$ cat config.mk
export PLATFORM = sky130hd
export DESIGN_NAME = pid_ctrl_pipe
export DESIGN_NICKNAME = d
export VERILOG_FILES = /design/src/rtl/pid_ctrl_pipe.sv
export SDC_FILE = /design/constraint.sdc
export NUM_CORES = 1
export LEC_CHECK = 0
export BUFFER_PORTS_ARGS = -buffer_cell sky130_fd_sc_hd__clkbuf_2
export CELL_PAD_IN_SITES_DETAIL_PLACEMENT = 1
export CELL_PAD_IN_SITES_GLOBAL_PLACEMENT = 1
export CORE_MARGIN = 3
export CORE_UTILIZATION = 40
export CTS_BUF_LIST = sky130_fd_sc_hd__clkbuf_4 sky130_fd_sc_hd__clkbuf_8 sky130_fd_sc_hd__clkbuf_16
export DETAILED_ROUTE_END_ITERATION = 8
export GPL_ROUTABILITY_DRIVEN = 1
export PLACE_DENSITY = 0.81
export SLEW_MARGIN = 25
export SYNTH_ARGS = -nofsm -noshare
export SYNTH_HDL_FRONTEND = slang
export SYNTH_SLANG_ARGS = --single-unit
export TNS_END_PERCENT = 20
$ cat constraint.sdc
create_clock -name clk -period 5.95 [get_ports clk]
set_input_delay 0.595 -clock clk [delete_from_list [all_inputs] [get_ports clk]]
set_output_delay 0.595 -clock clk [all_outputs]
set_load 0.05 [all_outputs]
$ cat src/rtl/pid_ctrl_pipe.sv
// Three-stage pipelined PID heading controller: saturate error, form P/I/D terms,
// then mix the correction into forward speed for left/right motor commands.
module pid_ctrl_pipe #(
  parameter int unsigned ERR_W     = 12,
  parameter int unsigned SAT_W     = 10,
  parameter int unsigned FRWRD_W   = 10,
  parameter int unsigned P_COEFF   = 16,
  parameter int unsigned D_COEFF   = 7,
  parameter int unsigned D_SAT_W   = 8,
  parameter int unsigned D_DEPTH   = 4,
  parameter int unsigned INTG_W    = 15,
  parameter int unsigned I_SHIFT   = 6,
  parameter int unsigned PID_W     = 14,
  parameter int unsigned OUT_SHIFT = 3
) (
  input  logic                      clk,
  input  logic                      rst_n,
  input  logic                      moving,
  input  logic                      err_vld,
  input  logic                      intg_clr,
  input  logic signed [ERR_W-1:0]   error,
  input  logic        [FRWRD_W-1:0] frwrd,
  output logic signed [FRWRD_W:0]   lft_spd,
  output logic signed [FRWRD_W:0]   rght_spd,
  output logic                      spd_vld,
  output logic signed [INTG_W-1:0]  integ
);

  localparam int unsigned DW = SAT_W + 1;
  localparam int unsigned SW = ((PID_W > FRWRD_W + 1) ? PID_W : FRWRD_W + 1) + 1;

  localparam logic signed [ERR_W-1:0] ErrHi = ERR_W'(2 ** (SAT_W - 1) - 1);
  localparam logic signed [ERR_W-1:0] ErrLo = ERR_W'(-(2 ** (SAT_W - 1)));
  localparam logic signed [DW-1:0]    DHi   = DW'(2 ** (D_SAT_W - 1) - 1);
  localparam logic signed [DW-1:0]    DLo   = DW'(-(2 ** (D_SAT_W - 1)));
  localparam logic signed [SW-1:0]    SHi   = SW'(2 ** FRWRD_W - 1);
  localparam logic signed [SW-1:0]    SLo   = SW'(-(2 ** FRWRD_W - 1));
  localparam logic signed [PID_W-1:0] PCoef = PID_W'(P_COEFF);
  localparam logic signed [PID_W-1:0] DCoef = PID_W'(D_COEFF);

  // E1 state
  logic signed [SAT_W-1:0]   err_sat_q, err_sat_d;
  logic        [FRWRD_W-1:0] frwrd1_q, frwrd1_d;
  logic                      v1_q, v1_d;
  // E2 state
  logic signed [PID_W-1:0]   p_q, p_d, d_q, d_d, i_q, i_d;
  logic        [FRWRD_W-1:0] frwrd2_q, frwrd2_d;
  logic                      v2_q, v2_d;
  logic signed [INTG_W-1:0]  integ_q, integ_d;
  logic signed [SAT_W-1:0]   hist_q [D_DEPTH];
  logic signed [SAT_W-1:0]   hist_d [D_DEPTH];
  // E3 state
  logic signed [FRWRD_W:0]   lft_q, lft_d, rght_q, rght_d;
  logic                      vld_q, vld_d;

  logic signed [DW-1:0]      diff;
  logic signed [D_SAT_W-1:0] d_sat;
  logic signed [INTG_W-1:0]  intg_sum;
  logic                      intg_ovf;
  logic signed [PID_W-1:0]   p_prod, pid, corr;
  logic signed [SW-1:0]      fw, corr_x, lsum, rsum;

  always_comb begin
    v1_d      = moving & err_vld;
    err_sat_d = err_sat_q;
    frwrd1_d  = frwrd1_q;
    if (v1_d) begin
      if (error > ErrHi)      err_sat_d = ErrHi[SAT_W-1:0];
      else if (error < ErrLo) err_sat_d = ErrLo[SAT_W-1:0];
      else                    err_sat_d = error[SAT_W-1:0];
      frwrd1_d = frwrd;
    end
  end

  always_comb begin
    diff = DW'(err_sat_q) - DW'(hist_q[D_DEPTH-1]);
    if (diff > DHi)      d_sat = DHi[D_SAT_W-1:0];
    else if (diff < DLo) d_sat = DLo[D_SAT_W-1:0];
    else                 d_sat = diff[D_SAT_W-1:0];

    intg_sum = integ_q + INTG_W'(err_sat_q);
    // Overflow only possible when both operands share a sign and the sum flips it
    intg_ovf = (integ_q[INTG_W-1] == err_sat_q[SAT_W-1]) &&
               (intg_sum[INTG_W-1] != integ_q[INTG_W-1]);
    p_prod   = PID_W'(err_sat_q) * PCoef;

    p_d      = p_q;
    d_d      = d_q;
    i_d      = i_q;
    frwrd2_d = frwrd2_q;
    hist_d   = hist_q;
    integ_d  = integ_q;
    v2_d     = moving & v1_q;

    if (v1_q) begin
      p_d      = p_prod >>> 1;
      d_d      = PID_W'(d_sat) * DCoef;
      frwrd2_d = frwrd1_q;
      for (int k = D_DEPTH - 1; k > 0; k--) hist_d[k] = hist_q[k-1];
      hist_d[0] = err_sat_q;
      if (!intg_ovf) integ_d = intg_sum;
    end
    if (intg_clr) integ_d = '0;
    if (!moving) begin
      integ_d = '0;
      hist_d  = '{default: '0};
    end
    if (v1_q) i_d = PID_W'(integ_d >>> I_SHIFT);
  end

  always_comb begin
    pid    = p_q + i_q + d_q;
    corr   = pid >>> OUT_SHIFT;
    fw     = SW'(frwrd2_q);
    corr_x = SW'(corr);
    lsum   = fw + corr_x;
    rsum   = fw - corr_x;
    lft_d  = lft_q;
    rght_d = rght_q;
    vld_d  = moving & v2_q;
    if (v2_q) begin
      if (lsum > SHi)      lft_d = SHi[FRWRD_W:0];
      else if (lsum < SLo) lft_d = SLo[FRWRD_W:0];
      else                 lft_d = lsum[FRWRD_W:0];
      if (rsum > SHi)      rght_d = SHi[FRWRD_W:0];
      else if (rsum < SLo) rght_d = SLo[FRWRD_W:0];
      else                 rght_d = rsum[FRWRD_W:0];
    end
    if (!moving) begin
      lft_d  = '0;
      rght_d = '0;
    end
  end

  always_ff @(posedge clk or negedge rst_n) begin
    if (!rst_n) begin
      err_sat_q <= '0;
      frwrd1_q  <= '0;
      v1_q      <= 1'b0;
      p_q       <= '0;
      d_q       <= '0;
      i_q       <= '0;
      frwrd2_q  <= '0;
      v2_q      <= 1'b0;
      integ_q   <= '0;
      hist_q    <= '{default: '0};
      lft_q     <= '0;
      rght_q    <= '0;
      vld_q     <= 1'b0;
    end else begin
      err_sat_q <= err_sat_d;
      frwrd1_q  <= frwrd1_d;
      v1_q      <= v1_d;
      p_q       <= p_d;
      d_q       <= d_d;
      i_q       <= i_d;
      frwrd2_q  <= frwrd2_d;
      v2_q      <= v2_d;
      integ_q   <= integ_d;
      hist_q    <= hist_d;
      lft_q     <= lft_d;
      rght_q    <= rght_d;
      vld_q     <= vld_d;
    end
  end

  assign lft_spd  = lft_q;
  assign rght_spd = rght_q;
  assign spd_vld  = vld_q;
  assign integ    = integ_q;

endmodule

[Word level (Yosys, flattened, before mapping)]
Index checks and enable logic that the tools add are counted.
W data, S select, Z words.
Cells by class
  bitwise operators: 3
  mux-type cells: 18
  reductions and logical operators: 2
  $lt $le $gt $ge: 8
  eq/ne operators: 6
  add/sub/neg operators: 6
  $mul: 1
Operator list (count)
  $mux W11: 8
  $mux W40: 2
  $mux W15: 4
  $gt A12 B11 Y1 const B: 2
  $lt A12 B11 Y1 const B: 2
  $mux W10: 2
  $mux W8: 2
  $add A15 B10 Y15: 1
  $add A13 B9 Y14: 1
  $add A14 B14 Y14: 1
  $add A11 B11 Y12: 1
  $gt A12 B10 Y1 const B: 1
  $lt A12 B10 Y1 const B: 1
  $mul A8 B4 Y12 const B: 1
  $sub A11 B11 Y12: 1
  $gt A11 B8 Y1 const B: 1
  $lt A11 B8 Y1 const B: 1
  $sub A10 B10 Y11: 1
  $ne A2 B1 Y1 const B: 2
  $and A1 B1 Y1: 3
  $ne A3 B1 Y1 const B: 1
  $ne A3 B3 Y1 const B: 1
  $reduce_and A2 Y1: 1
  $eq A1 B1 Y1: 1
  other kinds (2): 2
Word-level totals
  output and inout bits: 38
  logic and storage cells: 61
  bits in registers: 143

[Logic depth before layout (Yosys ltp)]
Gate-level depths: netlist of run 1.
  depth after elaboration: 8
  depth in mapped cells: 25
  gate-level depth less buffers: 24

[Worst setup path after synthesis of run 1]
Ideal clock, no wire load.
  path type: register to register
  start: register err_sat_q[0]
  end: register d_q[12]
  stages on the path, launching flop included: 24
  buffers on the path: 0
  slack: 1.106 ns
  arrival time: 4.758 ns
  setup time: 0.087 ns
  cells stage by stage: dfrtp_1 > inv_1 > ha_1 > inv_1 > fa_1 > a21oi_1 > o211ai_1 > a221oi_1 > o21ai_0 > a21o_1 > and2_1 > o21ai_0 > ha_1 > ha_1 > xor2_1 > ha_1 > a21o_1 > a21oi_1 > o21bai_1 > a21oi_1 > o21ai_0 > o221ai_1 > a21oi_1 > o211ai_1
Between the ends
  longest elaborated chain between the ends: 5
  elaborated cells between the ends (all ways): 6
Ends and longest elaborated chain
  start, declared: RTL line 42  | logic signed [SAT_W-1:0] err_sat_q, err_sat_d;
  start signal, assigned: RTL line 151  | err_sat_q <= err_sat_d;
  $sub A10 B10 Y11 (*): RTL line 76  | diff = DW'(err_sat_q) - DW'(hist_q[D_DEPTH-1]);
  $lt A11 B8 Y1: RTL line 78  | else if (diff < DLo) d_sat = DLo[D_SAT_W-1:0];
  $mux W8: RTL line 78
  $mux W8 (*): RTL line 77  | if (diff > DHi) d_sat = DHi[D_SAT_W-1:0];
  $mul A8 B4 Y12 (*): RTL line 97  | d_d = PID_W'(d_sat) * DCoef;
  end signal, assigned: RTL line 141  | d_q <= '0;
  end signal, assigned: RTL line 155  | d_q <= d_d;
  end, declared: RTL line 46  | logic signed [PID_W-1:0] p_q, p_d, d_q, d_d, i_q, i_d;
Every way passes the cells marked *; elsewhere a longest branch is shown, timed or not.
A chain may end at the register's enable or synchronous reset.

[Final worst setup path of run 1]
Same ends and word-level chain as after synthesis.

==> results.txt, run 1 <==
asr flop ratio synth - 100%
Chip Width - 160 µm
num rows - 55
first-pass iteration count of the detailed router - 4
CP max stage delay - 430 ps
most numerous cell in the Yosys netlist - dfrtp_1
worst setup path endpoint - d_q[12]
Syn Std Cell Area - 9520 µm²
initial drt markers - 367
net switching fraction of the power - 47.7%
Final period util - 93.7%
Worst R2R Setup Slack - 380 ps
syn_area_per_cell - 9.29 µm²
status - completed
Seq/Total Area, Yosys - 37.1%
Psw - 3.32 mW
vias per cell - 5.61
die height - 160 µm
DRC Markers - 0
final weighted congestion in routability-driven placement - 0.895
Yosys top cell area share - 37.1%
area of the die - 25700 µm²
share of cells above drive strength 1 - 14.0%
Crit Path Class - reg -> reg
Synth area leader - dfrtp_1
headroom to the max-slew limit - 43.2%
Post-Route Utilization - 46.9%
Worst EP arrival - 5910 ps
clock sinks - 141
Bufs and invs on worst path - 3
top post-synthesis cells by count - 141 x dfrtp_1, 90 x o21ai_0, 89 x inv_1
Ant. Diodes - 0
I/O Buffers - 64
clock slew at reported path FFs - 70 ps
syn_nets - 1146
initial antenna violation count - 0
Synth cell types - 73
H-tree levels - 4
IO Pins - 65
vias in the first global route - 8377
via count - 7856
R2R cell count - 23
Skew-Pair Late Insertion Delay - 440 ps
TritonCTS clock tree - built
reg2reg end - d_q[12]
Seq pwr share - 17.6%
total design power - 6.95 mW
Critical Path RT - 6290 ps
Layout Nets - 1195
P_leak - 5.01 nW
CP startpoint - err_sat_q[0]
Placed Instances - 1368
routed length per instance - 18.8 µm
hold-fix buffers at CTS - 0
top routing layer used - met4
Cells after Synth - 1025
Synth area leaders - dfrtp_1 37%, ha_1 9.9%, o21ai_0 4.7%
final setup fails - 0
Slew Viols, Final - 0
Pwr Density - 645 nW/µm²
dominant register cell in the synthesized netlist - dfrtp_1
R2R Path Start - err_sat_q[0]
Core Region - 23000 µm²
GRT Util Overall - 20.8%
Initial Util - 41.4%
grt ovf - 0
CP Launch Type - flop
Max VDD drop - 0.285 mV
Clock Tree Root - clkbuf_16
Ys Warns - 0
CP endpoint kind - flop
Levels on crit path - 23
area delta synth->final - 13.2%
setup bufs post-CTS - 0
HPWL after DPL - 18.6 mm
largest net degree at the start of global routing - 83
non-filler cells, final - 1400
total of max-cap violations - 0
clock power share - 17.0%
Slew @ Worst Pin - 849 ps
CP max FO - 12
post-layout min period - 5570 ps
clk_skew - 10.4 ps
Inserted Clock Buffers - 17
worst hold slack - 212 ps
Combinational Power Share - 65.4%
number of synthesized flops with an enable pin - 0
Post-DRT Antenna Nets - 0
met1 WL - 11.3 mm
WL met2 - 13.2 mm
fmax - 179 MHz
Crit path max-delay family - compound AO/OA/AOI/OAI gates
first-pass GRT wire length - 43.4 mm
CTS max path bufs - 2
post-synthesis register bit count - 141
Met3 Wirelength - 910 µm
Hold Vio Cnt, Final - 0
internal power - 3.63 mW
CP cell instances - inv_1 -> ha_1 -> inv_1 -> fa_1 -> a21oi_1 -> o211ai_1 -> and2_1 -> o31a_1 -> clkinv_2 -> and2_1 -> o21ai_1 -> ha_1 -> ha_1 -> xor2_2 -> ha_1 -> a21o_1 -> a21oi_1 -> o21bai_1 -> a21oi_1 -> o21ai_0 -> o221ai_1 -> a21oi_1 -> o211ai_1
Hold Crit Class - in -> async
CP max stage cell - fa_1
routed wire length - 26.3 mm
[worst reg2reg max path: cells and delay by family (launching register included)]
family / cells / cell delay (ps)
buffers and inverters: 3 / 360
AO/OA/AOI/OAI: 12 / 2490
AND/OR/NAND/NOR: 2 / 430
flip-flops: 1 / 400
XOR/XNOR: 1 / 210
adder cells (fa/ha/maj): 5 / 1600
[sequential cells by signal, summed over array words and instances, names as in the netlist]
| signal | cells |
|---|---|
| hist_q | 40 |
| v1_q | 1 |
| i_q | 9 |
| err_sat_q | 10 |
| spd_vld | 1 |
| d_q | 12 |
| lft_spd | 11 |
| p_q | 10 |
| integ | 15 |
| frwrd1_q | 10 |
| frwrd2_q | 10 |
| v2_q | 1 |
| rght_spd | 11 |
[timing repair]
item | CTS | global route
gates resized for setup | 0 | 2
endpoints found under the setup margin | 0 | 2
endpoints found under the hold margin | 0 | 0
[per-layer routing]
metal | global-route usage, % | vias to the layer above
met5 | 0 | -
met2 | 36.0 | 157
met1 | 25.6 | 3940
met4 | 8.68 | 0
met3 | 3.71 | 54
li1 | - | 3705
[final cells by class]
cell class | count | area (µm²)
clock buffer | 18 | 439
clock inverter | 14 | 205
fill | 2679 | 12200
inverter | 90 | 339
multi-input combinational | 752 | 5490
sequential | 141 | 3530
tap | 313 | 392
timing repair buffer | 72 | 387
[cell families after synthesis]
family | share of synthesized area, %
mux | 6.36
compound gates | 18.7
xor+xnor | 4.04
buf+inv | 5.38
fa+ha+maj | 13.9
flops | 37.1
simple gates | 14.6
[worst min-delay path by stage]
stage | startpoint | endpoint | slack [ps] | cells after the start
6_report | rst_n | frwrd1_q[3] | 210 | 1
2_1_floorplan | rst_n | d_q[0] | 300 | 0
3_5_place_dp | rght_spd[6] | rght_spd[6] | 470 | 2
4_1_cts | rst_n | frwrd1_q[0] | 250 | 1
3_3_place_gp | rght_spd[8] | rght_spd[8] | 460 | 2
5_1_grt | rst_n | frwrd1_q[2] | 280 | 1
[per-stage QoR]
stage          setup WS, ps  TNS [ps]  cell area, µm²
6_report                376         0           10800
2_1_floorplan          1110         0            9520
5_1_grt               -18.1     -18.1           10800
3_5_place_dp            440         0           10100
4_1_cts                 269         0           10800
3_3_place_gp            644         0           10100
[placed cells by master (no fill, tap or decap), drive strengths merged, types with 5 or more instances in the layout]
| cell | n |
|---|---|
| mux2i | 32 |
| xnor2 | 33 |
| a21o | 16 |
| and2 | 6 |
| buf | 9 |
| nand4 | 9 |
| nand3b | 6 |
| nand3 | 34 |
| o211ai | 12 |
| fa | 19 |
| o21a | 9 |
| nand2b | 12 |
| ha | 75 |
| inv | 94 |
| dfrtp | 141 |
| o21bai | 8 |
| clkbuf | 81 |
| mux2 | 25 |
| nor2b | 16 |
| a31oi | 6 |
| nor3 | 20 |
| nand2 | 79 |
| o31a | 8 |
| o21ai | 92 |
| a21oi | 60 |
| a211oi | 9 |
| or3 | 5 |
| nor2 | 80 |
| xor2 | 10 |
[power by group through the flow]
| stage | clock (mW) | combinational [mW] | sequential [mW] |
|---|---|---|---|
| detailed placement | 0 | 4.39 | 1.24 |
| CTS | 1.21 | 4.53 | 1.23 |
| global route | 1.25 | 5.06 | 1.24 |
| finish | 1.19 | 4.55 | 1.22 |
| global placement | 0 | 4.23 | 1.23 |
| floorplan | 0 | 3.28 | 1.36 |
Power figures use the tool's default switching activity.
==> run 2: changes to the inputs <==
--- a/config.mk
+++ b/config.mk
@@ -5,7 +5,7 @@
 export SDC_FILE = /design/constraint.sdc
 export NUM_CORES = 1
 export LEC_CHECK = 0
-export BUFFER_PORTS_ARGS = -buffer_cell sky130_fd_sc_hd__clkbuf_2
+export BUFFER_PORTS_ARGS = -buffer_cell sky130_fd_sc_hd__buf_2
 export CELL_PAD_IN_SITES_DETAIL_PLACEMENT = 1
 export CELL_PAD_IN_SITES_GLOBAL_PLACEMENT = 1
 export CORE_MARGIN = 3
==> results.txt, run 2 (synthesized netlist as in run 1, its figures left out) <==
status - completed (unchanged)
headroom to the max-slew limit - 33.2% (was 43.2%)
Max VDD drop - 0.280 mV (was 0.285 mV)
Post-DRT Antenna Nets - 0 (unchanged)
CP max stage cell - fa_1 (unchanged)
Worst Setup Slack, final - 485 ps (was 376 ps)
total design power - 6.86 mW (was 6.95 mW)
Crit path max-delay family - compound AO/OA/AOI/OAI gates (unchanged)
CP cell instances - inv_1 -> ha_1 -> inv_1 -> fa_1 -> a21oi_1 -> o211ai_1 -> a221oi_1 -> o21ai_0 -> a21o_1 -> and2_1 -> o21ai_1 -> ha_1 -> ha_1 -> xor2_2 -> ha_1 -> a21o_1 -> a21oi_1 -> o21bai_1 -> a21oi_2 -> o21ai_0 -> o221ai_1 -> a21oi_1 -> o211ai_1 (was inv_1 -> ha_1 -> inv_1 -> fa_1 -> a21oi_1 -> o211ai_1 -> and2_1 -> o31a_1 -> clkinv_2 -> and2_1 -> o21ai_1 -> ha_1 -> ha_1 -> xor2_2 -> ha_1 -> a21o_1 -> a21oi_1 -> o21bai_1 -> a21oi_1 -> o21ai_0 -> o221ai_1 -> a21oi_1 -> o211ai_1)
Combinational Power Share - 66.2% (was 65.4%)
clock power share - 16.1% (was 17.0%)
Core Region - 23000 µm² (unchanged)
non-filler cells, final - 1399 (was 1400)
Slew Viols, Final - 0 (unchanged)
IO Pins - 65 (unchanged)
vias in the first global route - 8330 (was 8377)
RSZ-0062 raised after global routing - no
first-pass iteration count of the detailed router - 4 (unchanged)
internal power - 3.59 mW (was 3.63 mW)
Chip Width - 160 µm (unchanged)
grt ovf - 0 (unchanged)
Worst EP arrival - 5810 ps (was 5910 ps)
Hold Vio Cnt, Final - 0 (unchanged)
final weighted congestion in routability-driven placement - 0.897 (was 0.895)
clock sinks - 141 (unchanged)
TritonCTS clock tree - built (unchanged)
Hold Crit Class - in -> async (unchanged)
die height - 160 µm (unchanged)
clock slew at reported path FFs - 70 ps (about the same)
Slew @ Worst Pin - 976 ps (was 849 ps)
Layout Nets - 1195 (unchanged)
final setup fails - 0 (unchanged)
CP Launch Type - flop (unchanged)
CP endpoint kind - flop (unchanged)
via count - 7806 (was 7856)
Largest register FFs - 40 (unchanged)
Inserted Clock Buffers - 17 (unchanged)
H-tree levels - 4 (unchanged)
Final period util - 91.8% (was 93.7%)
CP max FO - 6 (was 12)
TNS Setup - 0 ps (unchanged)
most common cell after layout, fill and taps aside - dfrtp_1 (unchanged)
most frequent CP cell - ha_1
HPWL after DPL - 18.8 mm (was 18.6 mm)
GRT Util Overall - 20.6% (was 20.8%)
Crit Path Class - reg -> reg (unchanged)
first-pass GRT wire length - 43.1 mm (was 43.4 mm)
clk_skew - 18.5 ps (was 10.4 ps)
share of cells above drive strength 1 - 14.0% (about the same)
Psw - 3.26 mW (was 3.32 mW)
num rows - 55 (unchanged)
CP max stage delay - 420 ps (was 430 ps)
P_leak - 5.03 nW (was 5.01 nW)
Skew-Pair Late Insertion Delay - 440 ps (about the same)
Most flops, register - hist_q (unchanged)
initial antenna violation count - 0 (unchanged)
net switching fraction of the power - 47.6% (was 47.7%)
initial drt markers - 376 (was 367)
setup bufs post-CTS - 0 (unchanged)
Placed Instances - 1368 (unchanged)
CTS max path bufs - 2 (unchanged)
Pwr Density - 639 nW/µm² (was 645 nW/µm²)
routed length per instance - 18.5 µm (was 18.8 µm)
Bufs and invs on worst path - 2 (was 3)
fmax - 183 MHz (was 179 MHz)
I/O Buffers - 64 (unchanged)
DRC Markers - 0 (unchanged)
post-layout min period - 5460 ps (was 5570 ps)
Clock Tree Root - clkbuf_16 (unchanged)
Initial Util - 41.4% (unchanged)
vias per cell - 5.58 (was 5.61)
Ant. Diodes - 0 (unchanged)
fill count - 2717 (was 2679)
largest net degree at the start of global routing - 91 (was 83)
Critical Path RT - 6300 ps (was 6290 ps)
Seq pwr share - 17.8% (was 17.6%)
Post-Place Setup Slack - 308 ps (was 440 ps)
routed wire length - 25.9 mm (was 26.3 mm)
total of max-cap violations - 0 (unchanged)
area of the die - 25700 µm² (unchanged)
area delta synth->final - 12.8% (was 13.2%)
most frequent cells in the layout - 140 x dfrtp_1, 89 x inv_1, 89 x o21ai_0 (unchanged)
-- run 2: cell count changes in the layout (fill, tap and decap cells not counted), sizes merged --
| cell | delta |
|---|---|
| clkbuf | -61 |
| clkinvlp | -3 |
| inv | -5 |
| bufinv | -1 |
| clkinv | +6 |
| buf | +63 |
-- run 2: repair_timing --
action,4_1_cts,5_1_grt
resized for setup,0,3
endpoints found under the setup margin,0,3
hold buffers,0,0
hold endpoints to repair,0,0
-- run 2: path summary, 6_finish.rpt --
check | start | endpoint | slack (ps) | cells past startpoint
min reg2reg | rght_spd[1] | rght_spd[1] | 480 | 2
max in group asynchronous | rst_n | v1_q | 4440 | 2
min in group clk | frwrd[0] | frwrd1_q[0] | 400 | 2
max | err_sat_q[0] | d_q[12] | 490 | 23
min | rst_n | i_q[5] | 250 | 1
max reg2reg | err_sat_q[0] | d_q[12] | 490 | 23
-- run 2: area by class of cell --
type | count | area, µm² | area share, %
Clock buffer | 20 | 454 | 4.23
Timing Repair Buffer | 72 | 387 | 3.60
Sequential cell | 141 | 3530 | 32.9
Clock inverter | 11 | 144 | 1.34
Tap cell | 313 | 392 | 3.65
Multi-Input combinational cell | 752 | 5490 | 51.1
Inverter | 90 | 339 | 3.16
-- run 2: power groups by stage --
| stage | Combinational, mW | Sequential [mW] | Clock (mW) |
|---|---|---|---|
| 6_report | 4.54 | 1.22 | 1.10 |
| 5_1_grt | 5.05 | 1.24 | 1.17 |
| 4_1_cts | 4.51 | 1.22 | 1.12 |
| 3_5_place_dp | 4.42 | 1.24 | 0 |
| 3_3_place_gp | 4.23 | 1.23 | 0 |
| 2_1_floorplan | 3.28 | 1.36 | 0 |
-- run 2: layer usage --
metal / global-route usage [%] / up-vias / part of all wire [%]
li1: - / 3695 / -
met4: 6.63 / 0 / 2.8
met5: 0 / - / 0
met2: 37.0 / 131 / 51
met3: 3.53 / 43 / 2.6
met1: 25.1 / 3937 / 44
-- run 2: stage by stage --
stage                     util [%]  area (µm²)  hold slack, ps
after floorplan                  -        9520             299
after global placement        44.1       10100             461
after detailed placement      44.1       10100             471
after CTS                     46.7       10700             282
after global routing          46.7       10700             307
final                         46.7       10700             246
-- run 2: worst reg2reg max path: stages, from the launching register on --
cell      delay [ps]
dfrtp_1          390
inv_1             80
ha_1             170
inv_1             60
fa_1             420
a21oi_1          240
o211ai_1         150
a221oi_1         370
o21ai_0          150
a21o_1           250
and2_1           260
o21ai_1          290
ha_1             300
ha_1             350
xor2_2           210
ha_1             310
a21o_1           170
a21oi_1          250
o21bai_1         120
a21oi_2          250
o21ai_0          180
o221ai_1         220
a21oi_1           60
o211ai_1         130
